==> config.mk <==
export PLATFORM = sky130hd
export DESIGN_NAME = pc_fetch
export DESIGN_NICKNAME = d
export VERILOG_FILES = /design/src/rtl/pc_fetch_pkg.sv /design/src/rtl/pc_reg.sv /design/src/rtl/pc_fetch.sv
export SDC_FILE = /design/constraint.sdc
export NUM_CORES = 1
export LEC_CHECK = 0
export CORE_MARGIN = 5
export CORE_UTILIZATION = 41
export CTS_CLUSTER_SIZE = 10
export DETAILED_ROUTE_END_ITERATION = 10
export GPL_TIMING_DRIVEN = 0
export PLACE_DENSITY = 0.83
export SYNTH_ARGS = -nofsm -noshare
export SYNTH_HDL_FRONTEND = slang
export SYNTH_SLANG_ARGS = --single-unit
==> constraint.sdc <==
create_clock -name clk -period 1.9 [get_ports clk]
set_input_delay 0.19 -clock clk [delete_from_list [all_inputs] [get_ports clk]]
set_output_delay 0.19 -clock clk [all_outputs]
set_load 0.02 [all_outputs]
==> src/rtl/pc_fetch_pkg.sv <==
// Shared types and constants for the program-counter / fetch sequencer.
// The fetch state enum always lists HALT; it is only reachable when PC_FETCH_HALT_EN is defined.
package pc_fetch_pkg;

    localparam int PC_W = 16;
    localparam int OP_W = 8;

    localparam logic [PC_W-1:0] DEFAULT_RESET_PC = 16'h0000;

    typedef enum logic [2:0] {
        FETCH,
        DECODE,
        OPHI,
        OPLO,
        EXEC,
        HALT
    } state_t;

endpackage

==> src/rtl/pc_reg.sv <==
// 16-bit program counter register with load-over-increment priority.
// Also exposes the incremented value combinationally; it wraps modulo 2^16.
module pc_reg
    import pc_fetch_pkg::*;
#(
    parameter logic [PC_W-1:0] RESET_PC = DEFAULT_RESET_PC
) (
    input  logic            clk,
    input  logic            rst,
    input  logic            load,
    input  logic [PC_W-1:0] load_val,
    input  logic            inc,
    output logic [PC_W-1:0] pc,
    output logic [PC_W-1:0] pc_plus1
);

    assign pc_plus1 = pc + 16'd1;

    always_ff @(posedge clk) begin
        if (rst) begin
            pc <= RESET_PC;
        end else if (load) begin
            pc <= load_val;
        end else if (inc) begin
            pc <= pc_plus1;
        end
    end

endmodule

==> src/rtl/pc_fetch.sv <==
// Program-counter and fetch sequencer feeding the jump unit and execute logic.
// Optional halt-on-opcode support is enabled by defining PC_FETCH_HALT_EN.
module pc_fetch
    import pc_fetch_pkg::*;
#(
    parameter logic [PC_W-1:0] RESET_PC    = DEFAULT_RESET_PC,
    parameter logic [OP_W-1:0] HALT_OPCODE = 8'hFF
) (
    input  logic            clk,
    input  logic            rst,
    output logic [PC_W-1:0] mem_addr,
    output logic            mem_re,
    input  logic            mem_ready,
    input  logic [OP_W-1:0] mem_rdata,
    output logic [OP_W-1:0] cins,
    input  logic            is_jmp,
    output logic [OP_W-1:0] databus_out,
    output logic            highbits_we,
    output logic            jmp_oe,
    output logic [PC_W-1:0] pc_to_jmp,
    input  logic            pcoe,
    input  logic [PC_W-1:0] pcout,
    output logic            exec_stb,
    output logic            busy
);

`ifdef PC_FETCH_HALT_EN
    localparam bit HALT_EN = 1'b1;
`else
    localparam bit HALT_EN = 1'b0;
`endif

    state_t          state;
    state_t          next_state;
    logic [PC_W-1:0] pc;
    logic [PC_W-1:0] pc_plus1;
    logic            pc_load;
    logic            pc_inc;

    pc_reg #(
        .RESET_PC (RESET_PC)
    ) u_pc_reg (
        .clk      (clk),
        .rst      (rst),
        .load     (pc_load),
        .load_val (pcout),
        .inc      (pc_inc),
        .pc       (pc),
        .pc_plus1 (pc_plus1)
    );

    always_ff @(posedge clk) begin
        if (rst) begin
            state <= FETCH;
            cins  <= '0;
        end else begin
            state <= next_state;
            if (state == FETCH && mem_ready) begin
                cins <= mem_rdata;
            end
        end
    end

    // Reset masks every strobe so a late mem_ready cannot leak a latch enable.
    always_comb begin
        next_state  = state;
        mem_re      = 1'b0;
        highbits_we = 1'b0;
        jmp_oe      = 1'b0;
        exec_stb    = 1'b0;
        databus_out = '0;
        pc_inc      = 1'b0;
        pc_load     = 1'b0;
        if (!rst) begin
            case (state)
                FETCH: begin
                    mem_re = 1'b1;
                    if (mem_ready) begin
                        pc_inc     = 1'b1;
                        next_state = DECODE;
                    end
                end
                DECODE: begin
                    if (HALT_EN && cins == HALT_OPCODE) begin
                        next_state = HALT;
                    end else if (is_jmp) begin
                        next_state = OPHI;
                    end else begin
                        next_state = EXEC;
                    end
                end
                EXEC: begin
                    exec_stb   = 1'b1;
                    next_state = FETCH;
                end
                OPHI: begin
                    mem_re = 1'b1;
                    if (mem_ready) begin
                        databus_out = mem_rdata;
                        highbits_we = 1'b1;
                        pc_inc      = 1'b1;
                        next_state  = OPLO;
                    end
                end
                OPLO: begin
                    mem_re = 1'b1;
                    if (mem_ready) begin
                        databus_out = mem_rdata;
                        jmp_oe      = 1'b1;
                        pc_load     = pcoe;
                        pc_inc      = !pcoe;
                        next_state  = FETCH;
                    end
                end
                HALT: begin
                    next_state = HALT;
                end
                default: begin
                    next_state = FETCH;
                end
            endcase
        end
    end

    assign mem_addr  = pc;
    assign busy      = (state != FETCH);
    assign pc_to_jmp = jmp_oe ? pc_plus1 : pc;

endmodule

==> impl.org, run 1 <==
** Placement
- At the end of routability-driven placement, the weighted congestion stood at 0.868.
- In this run the tool buffered the top-level ports with 81 buffer cells.
- Post-DP HPWL :: 4300 microns
- Total placed instance area :: 2680 sq um

** GRT
- The first global-routing pass estimated 9020 microns of wire.
- Via count of the first global-routing pass :: 1911
- Antenna violations before repair :: 0
- Global routing used 20.2% of the available tracks across all layers.
- For this run the aggregate overflow at the end of global routing stands at 0.
- Entering global routing, the biggest net connects 15 pins.

** Logic synthesis
- Post-synthesis async set-or-reset flop share :: 0%
- The number of nets in the synthesized netlist is 266.
- Number of standard cells after synthesis :: 236
- Area of the mapped netlist :: 1770 sq um
- Main flop type after synthesis :: dfxtp_1
- Synth Register Bits :: 27
- Synthesis instantiated 50 different standard cells from the library.
- A synthesized cell averages 7.52 sq um.
- During synthesis, Yosys emitted a total of 0 warnings.
- In this run, synthesis inferred 0 flip-flops with an integrated enable.
- Sequential cells were found to cover 30.5% of the synthesized design area.

** STA
- Hold Violations, Final :: 0
- At the pin with the least slew margin, the transition time is 0.472 ns.
- In this run the tightest slew margin relative to its limit is 68.5%.
- Total negative slack for setup checks :: -0.693 ns
- Static timing analysis puts the maximum clock frequency at 490 MHz.
- Time the final worst path needs with I/O delays and setup :: 2.04 ns
- After layout, the worst setup slack is -0.139 ns.
- The final critical path takes up 107% of the cycle.
- Max-slew violation count :: 0
- Across the routed clock network, the largest skew measured is 0.00293 ns.
- Setup repair after global routing could not meet its margin everywhere.
- Setup violations remaining at the end of the flow were counted as 10.

** Worst setup path
- STA classifies the critical path endpoint as an output port.
- Startpoint Class :: register
- For this run, the slowest stage of the critical path takes 0.40 ns.
- Setup slack of the worst register-to-register path :: -0.08 ns
- The critical path starts at u_pc_reg.pc[2].
- In this run the worst path has a maximum fanout of 8.
- For this design, the slowest cell found on the critical path is dfxtp_4.
- Critical path data required time :: 1.71 ns
- The critical path is of the reg2out type.
- FF-to-FF End :: u_pc_reg.pc[9]
- Series of cell instances along the critical path :: nand4_1, buf_4, nor4_4, buf_6, nand4_1, xnor2_1, buf_4
- Worst reg2reg startpoint :: u_pc_reg.pc[2]
- Data arrives at the worst endpoint at 1.85 ns.
- Counting cells, the worst reg-to-reg path comes to 7.

** Layout
- In the layout the commonest cells are clkdlybuf4s50_1 (50), nand2_1 (35), buf_4 (24), a21oi_1 (16), dfxtp_1 (16).
- Summing all non-filler instances in the final layout gives an area of 3010 sq um.
- Signed area change from the synthesized netlist to the final layout :: 69.7%
- After the last flow step, the layout net total stands at 365.
- Once layout is complete, the utilization of the core stands at 70.6%.
- Leaving out fill and tap cells, the most frequent cell in the layout is clkdlybuf4s50_1.
- Proportion of layout cells with a drive suffix above 1 :: 27.8%
- The register with the most flip-flops in the layout has 16 of them.
- The repair_antennas step left the layout with diodes totalling 0.

** Pwr
- Total power for the finished layout comes to 1.31 mW.
- The worst-case IR drop observed on VDD is 0.408 mV.
- In this run the static leakage power is 1.20 nW.
- Power per standard cell area :: 435 nW/um^2

** Floorplan
- The die covers 5740 sq um.
- Std cell rows :: 24
- Measured along the x axis, the die boundary spans 75.8 microns.
- In this run the count of I/O pins placed on the die edge is 82.
- Total core area :: 4260 sq um
- The initial utilization of the core area, before any placement, comes to 41.6%.
- The die is 75.8 microns tall.

** Hold path
- Counting instances, the worst hold path has a depth of 3.
- For hold timing, the worst endpoint is u_pc_reg.pc[2].
- Startpoint of the most critical hold path :: rst
- Class of the most critical hold timing path :: in2reg

** Clocking
- Clock-pin slew on the worst setup and hold paths :: 0.10 ns
- Number of buffers on the longest clock path :: 2
- CTS built an H-tree with a depth of 1.
- The tree built by TritonCTS fans out to 27 sinks.
- CTS tree :: done
- Counting the buffers created by CTS gives 3.
- Clock latency at the later pin of the worst-skew pair :: 0.27 ns
- Root Buffer :: clkbuf_8
- Hold-fix buffer count after cts :: 0

** Run
- Max cap viols :: 0

** Status
- Status :: finished, violations left
- Violations in the final reports :: negative setup slack

** Route
- TritonRoute pass-1 iters :: 5
- Via/cell ratio :: 5.81
- The count of nets left with antenna violations once routing finished came out at 0.
- In the routed design, unresolved DRC markers number 0.
- Detail-routed net length per standard cell :: 16.3 microns
- The final layout contains routed wiring with a total length of 6310 microns.
- Summing over every cut layer, the via total after detailed routing is 2242.
- The detailed router finished its first iteration with 248 violations.
cells by family (layout without fill, tap and decap cells):
group                      count (synthesis)  count (layout)  synth area share [%]
adders and majority gates                  1               1                 0.705
DFF                                       27              27                  30.5
xor gates and xnor gates                  17              17                  8.39
and+or+nand+nor                          112             112                  32.9
buffers and inverters                     24             122                  5.71
muxes                                      4               4                  2.26
AOI/OAI and AO/OA                         51              51                  19.6
where the power goes:
group | total, mW | internal [mW] | leakage, nW | switching (mW)
clock | 0.338 | 0.150 | 0.0228 | 0.187
combinational | 0.346 | 0.173 | 0.948 | 0.173
sequential | 0.627 | 0.591 | 0.226 | 0.0356
cell usage after synthesis (6+ instances only):
| library cell | n | area, sq um |
|---|---|---|
| nor2_1 | 14 | 52.6 |
| xnor2_1 | 16 | 140 |
| inv_1 | 9 | 33.8 |
| nand2b_1 | 6 | 37.5 |
| nand3_1 | 12 | 60.1 |
| nor3_1 | 6 | 30.0 |
| a22oi_1 | 8 | 60.1 |
| dfxtp_1 | 27 | 541 |
| and2_1 | 10 | 62.6 |
| clkbuf_1 | 9 | 33.8 |
| nand2_1 | 36 | 135 |
| a21oi_1 | 16 | 80.1 |
how the worst max path moves through the flow:
stage / endpoint / slack [ns] / cells past startpoint
final: pc_to_jmp[13] / -0.14 / 7
after global routing: pc_to_jmp[13] / -0.23 / 6
after CTS: pc_to_jmp[13] / -0.15 / 8
after detailed placement: pc_to_jmp[12] / -0.99 / 7
after global placement: pc_to_jmp[14] / -0.96 / 8
after floorplan: pc_to_jmp[6] / -0.01 / 7
what timing repair did:
item,CTS,global route
pin swaps,7,13
gates resized for setup,123,47
buffers inserted,9,9
endpoints found under the setup margin,32,29
metrics by stage:
step                      cells  hold slack [ns]  setup WS [ns]
after floorplan             236            0.306        -0.0119
after global placement      369            0.440         -0.964
after detailed placement    369            0.447         -0.993
after CTS                   378            0.430         -0.145
after global routing        386            0.447         -0.234
final                       386            0.437         -0.139
worst max-delay path, delay by kind of cell (launching register included):
family | cells | cell delay [ns]
xor gates and xnor gates | 1 | 0.18
DFF | 1 | 0.40
buffers and inverters | 3 | 0.49
and+or+nand+nor | 3 | 0.49
routing by layer:
layer	wire [microns]	vias to the layer above	global-route usage, %	share of wire (%)
met1	2510	1030	25.9	40
li1	-	1040	-	-
met5	0	-	0	0
met4	180	0	6.80	2.9
met2	2970	143	32.1	47
met3	654	29	6.07	10
layout make-up:
| cell class | count | area (sq um) |
|---|---|---|
| Buffer | 10 | 56.3 |
| Clock buffer | 4 | 45.0 |
| Fill cell | 319 | 1250 |
| Inverter | 9 | 46.3 |
| Multi-Input combinational cell | 185 | 1330 |
| Sequential cell | 27 | 564 |
| Tap cell | 52 | 65.1 |
| Timing Repair Buffer | 99 | 906 |
No activity file was read; power rests on OpenSTA's default activity.
==> run 2: changes to the inputs <==
SKIP_CTS_REPAIR_TIMING = 1   (was default)
==> run 2 against run 1 <==
  * The flow still finishes with violations (negative setup slack)
  * Utilization down 1.1 points
  * Sequential share of layout area up 0.29 points
  * Routed wire length down 0.63%
  * Setup slack worse by 0.12 ns
  * Largest power group unchanged
  * Global-route usage down 0.79 points
  * Clock power about the same
  * Clock skew about the same
  * Sequential power down 0.8%
  * Critical path type unchanged
  * Via count down 4.0%
  * Fmax down 5.4%
  * Count of clock-buffer cells in the layout unchanged
==> impl.org, run 2 (synthesis results as in run 1) <==
** Route
- For this run, design rule violations remaining after detail routing come to 0.
- TritonRoute pass-1 iters :: 4
- Summing over every cut layer, the via total after detailed routing is 2153.
- The count of nets left with antenna violations once routing finished came out at 0.
- In the routed layout, each cell is associated on average with a via count of 5.61.
- In the final routed layout, each cell accounts on average for 16.3 microns.
- The detailed router finished its first iteration with 236 violations.
- Wires add up to 6270 microns.

** Pwr
- The analysis attributes to cell leakage a power of 1.35 nW.
- The design draws 1.32 mW.
- Power per standard cell area :: 445 nW/um^2
- VDD IR max :: 0.409 mV

** Floorplan
- Total core area :: 4260 sq um
- Full die area :: 5740 sq um
- Std cell rows :: 24
- Overall die height :: 75.8 microns
- I/O pin total :: 82
- Initial Util :: 41.6%
- Measured along the x axis, the die boundary spans 75.8 microns.

** Hold path
- Worst Hold Path Cells :: 3
- Startpoint of the most critical hold path :: rst
- WHS Endpoint :: u_pc_reg.pc[2]
- Class of the most critical hold timing path :: in2reg

** Worst setup path
- The worst setup path is launched from a register.
- FF-to-FF End :: u_pc_reg.pc[11]
- Crit Path Max Fanout :: 7
- Critical path data required time :: 1.71 ns
- Crit end category :: output port
- Measured in cells, the most critical reg-to-reg path has a length of 5.
- Kind of critical path :: reg2out
- The setup check on the worst reg-to-reg path leaves a slack of 0.03 ns.
- At the worst endpoint, the arrival time is 1.96 ns.
- In this run the critical register-to-register path is launched from u_pc_reg.pc[0].

** Layout
- For this run, the share of the core covered by cells in the final layout is 69.5%.
- After routing the design area is 2960 sq um.
- Top library cells by usage in the layout, fill and taps aside :: clkdlybuf4s50_1 (50), nand2_1 (35), buf_4 (24), dfxtp_1 (18)
- After filler insertion, the fill cell instance count of the layout stands at 333.
- The register with the most flip-flops in the layout has 16 of them.
- Leaving out fill and tap cells, the most frequent cell in the layout is clkdlybuf4s50_1.
- Signed area change from the synthesized netlist to the final layout :: 67.1%
- Proportion of layout cells with a drive suffix above 1 :: 23.2%
- For this run, the number of standard cells in the final layout without fillers is 384.
- Antenna fix cells :: 0
- The net count of the finished layout is 363.

** Placement
- The count of buffers added on input and output ports is 81.
- Post-DP HPWL :: 4300 microns
- Once placement completed, the tool counted placed cells totaling 369.
- Total placed instance area :: 2680 sq um
- Gpl congestion :: 0.868
- OpenSTA, run right after detailed placement, puts the worst setup slack at -0.993 ns.

** STA
- The final critical path takes up 113% of the cycle.
- For the pin with the worst max-slew slack, the measured transition is 0.493 ns.
- Once routing completed, OpenROAD measured the worst setup slack at -0.255 ns.
- Derived from the worst setup path, the maximum achievable clock frequency is 464 MHz.
- Between clock sinks in the finished design, the worst skew comes to 0.00243 ns.
- The count of endpoints failing hold in the final timing report came to 0.
- Relative slew slack :: 67.2%
- Final setup vio count :: 8
- Time the final worst path needs with I/O delays and setup :: 2.15 ns
- Setup repair after global routing could not meet its margin everywhere.
- Max-slew violation count :: 0

** Clocking
- Clock buffers created by TritonCTS :: 3
- TritonCTS built the clock tree.
- Clock-pin slew on the worst setup and hold paths :: 0.10 ns
- Clock latency at the later pin of the worst-skew pair :: 0.27 ns
- The clock drives 27 sinks.
- The clock passes through at most 2 buffers.
- Root Buffer :: clkbuf_8
- In this run the number of H-tree levels came out at 1.

** Status
- The flow ran to the end, but the final reports show violations.
- The checks that failed: negative setup slack.

** GRT
- The via count of the first global-routing pass came to 1854.
- Global routing finished with a remaining overflow of 0.
- In the global route stage, overall resource usage came out at 19.4%.
- The first global-routing pass estimated 8690 microns of wire.
- Entering global routing, the biggest net connects 15 pins.
- The initial antenna violation count is 0.

** Run
- Max cap viols :: 0
## run 2: per-stage QoR
stage / hold WS (ns) / setup TNS (ns)
detailed placement: 0.447 / -21.60
floorplan: 0.306 / -0.0216
finish: 0.335 / -1.07
CTS: 0.460 / -18.54
global route: 0.342 / -1.85
global placement: 0.440 / -20.54
## run 2: layout make-up
type                       count  area [sq um]  share of cell area, %
inverter                       9          38.8                   1.31
timing repair buffer          96           923                   31.2
multi-input combinational    185          1260                   42.6
tap                           52          65.1                   2.20
sequential                    27           564                   19.0
clock buffer                   4          45.0                   1.52
buffer                        11          63.8                   2.15
## run 2: routing by layer
metal / wire [microns] / track usage [%] / vias to the layer above
li1: - / - / 1039
met1: 2390 / 25.8 / 986
met2: 3120 / 30.1 / 112
met3: 641 / 5.94 / 16
met4: 121 / 5.83 / 0
met5: 0 / 0 / -
## run 2: worst max path at each step
| stage | start | to | slack, ns | cells past startpoint |
|---|---|---|---|---|
| final | state[1] | pc_to_jmp[13] | -0.25 | 8 |
| after global routing | state[1] | pc_to_jmp[13] | -0.32 | 8 |
| after CTS | mem_ready | pc_to_jmp[12] | -0.99 | 7 |
| after detailed placement | mem_ready | pc_to_jmp[12] | -0.99 | 7 |
| after global placement | mem_ready | pc_to_jmp[14] | -0.96 | 8 |
| after floorplan | state[1] | pc_to_jmp[6] | -0.01 | 7 |
## run 2: critical path: stages, from the launching register on
cell	delay (ns)
dfxtp_2	0.33
buf_6	0.11
nand3b_1	0.12
buf_4	0.18
nor4_4	0.29
buf_4	0.20
nand4_1	0.12
xnor2_1	0.18
buf_4	0.16
## run 2: where the power goes
group	switching [mW]	internal, mW	total (mW)
logic	0.176	0.182	0.358
registers	0.0332	0.589	0.622
clock network	0.188	0.151	0.339
total	0.398	0.921	1.32
==> run 3: changes to the inputs <==
CAP_MARGIN = 20   (was default)
==> results of run 3 <==
The final DEF is identical to that of run 2; final timing and power are the same.
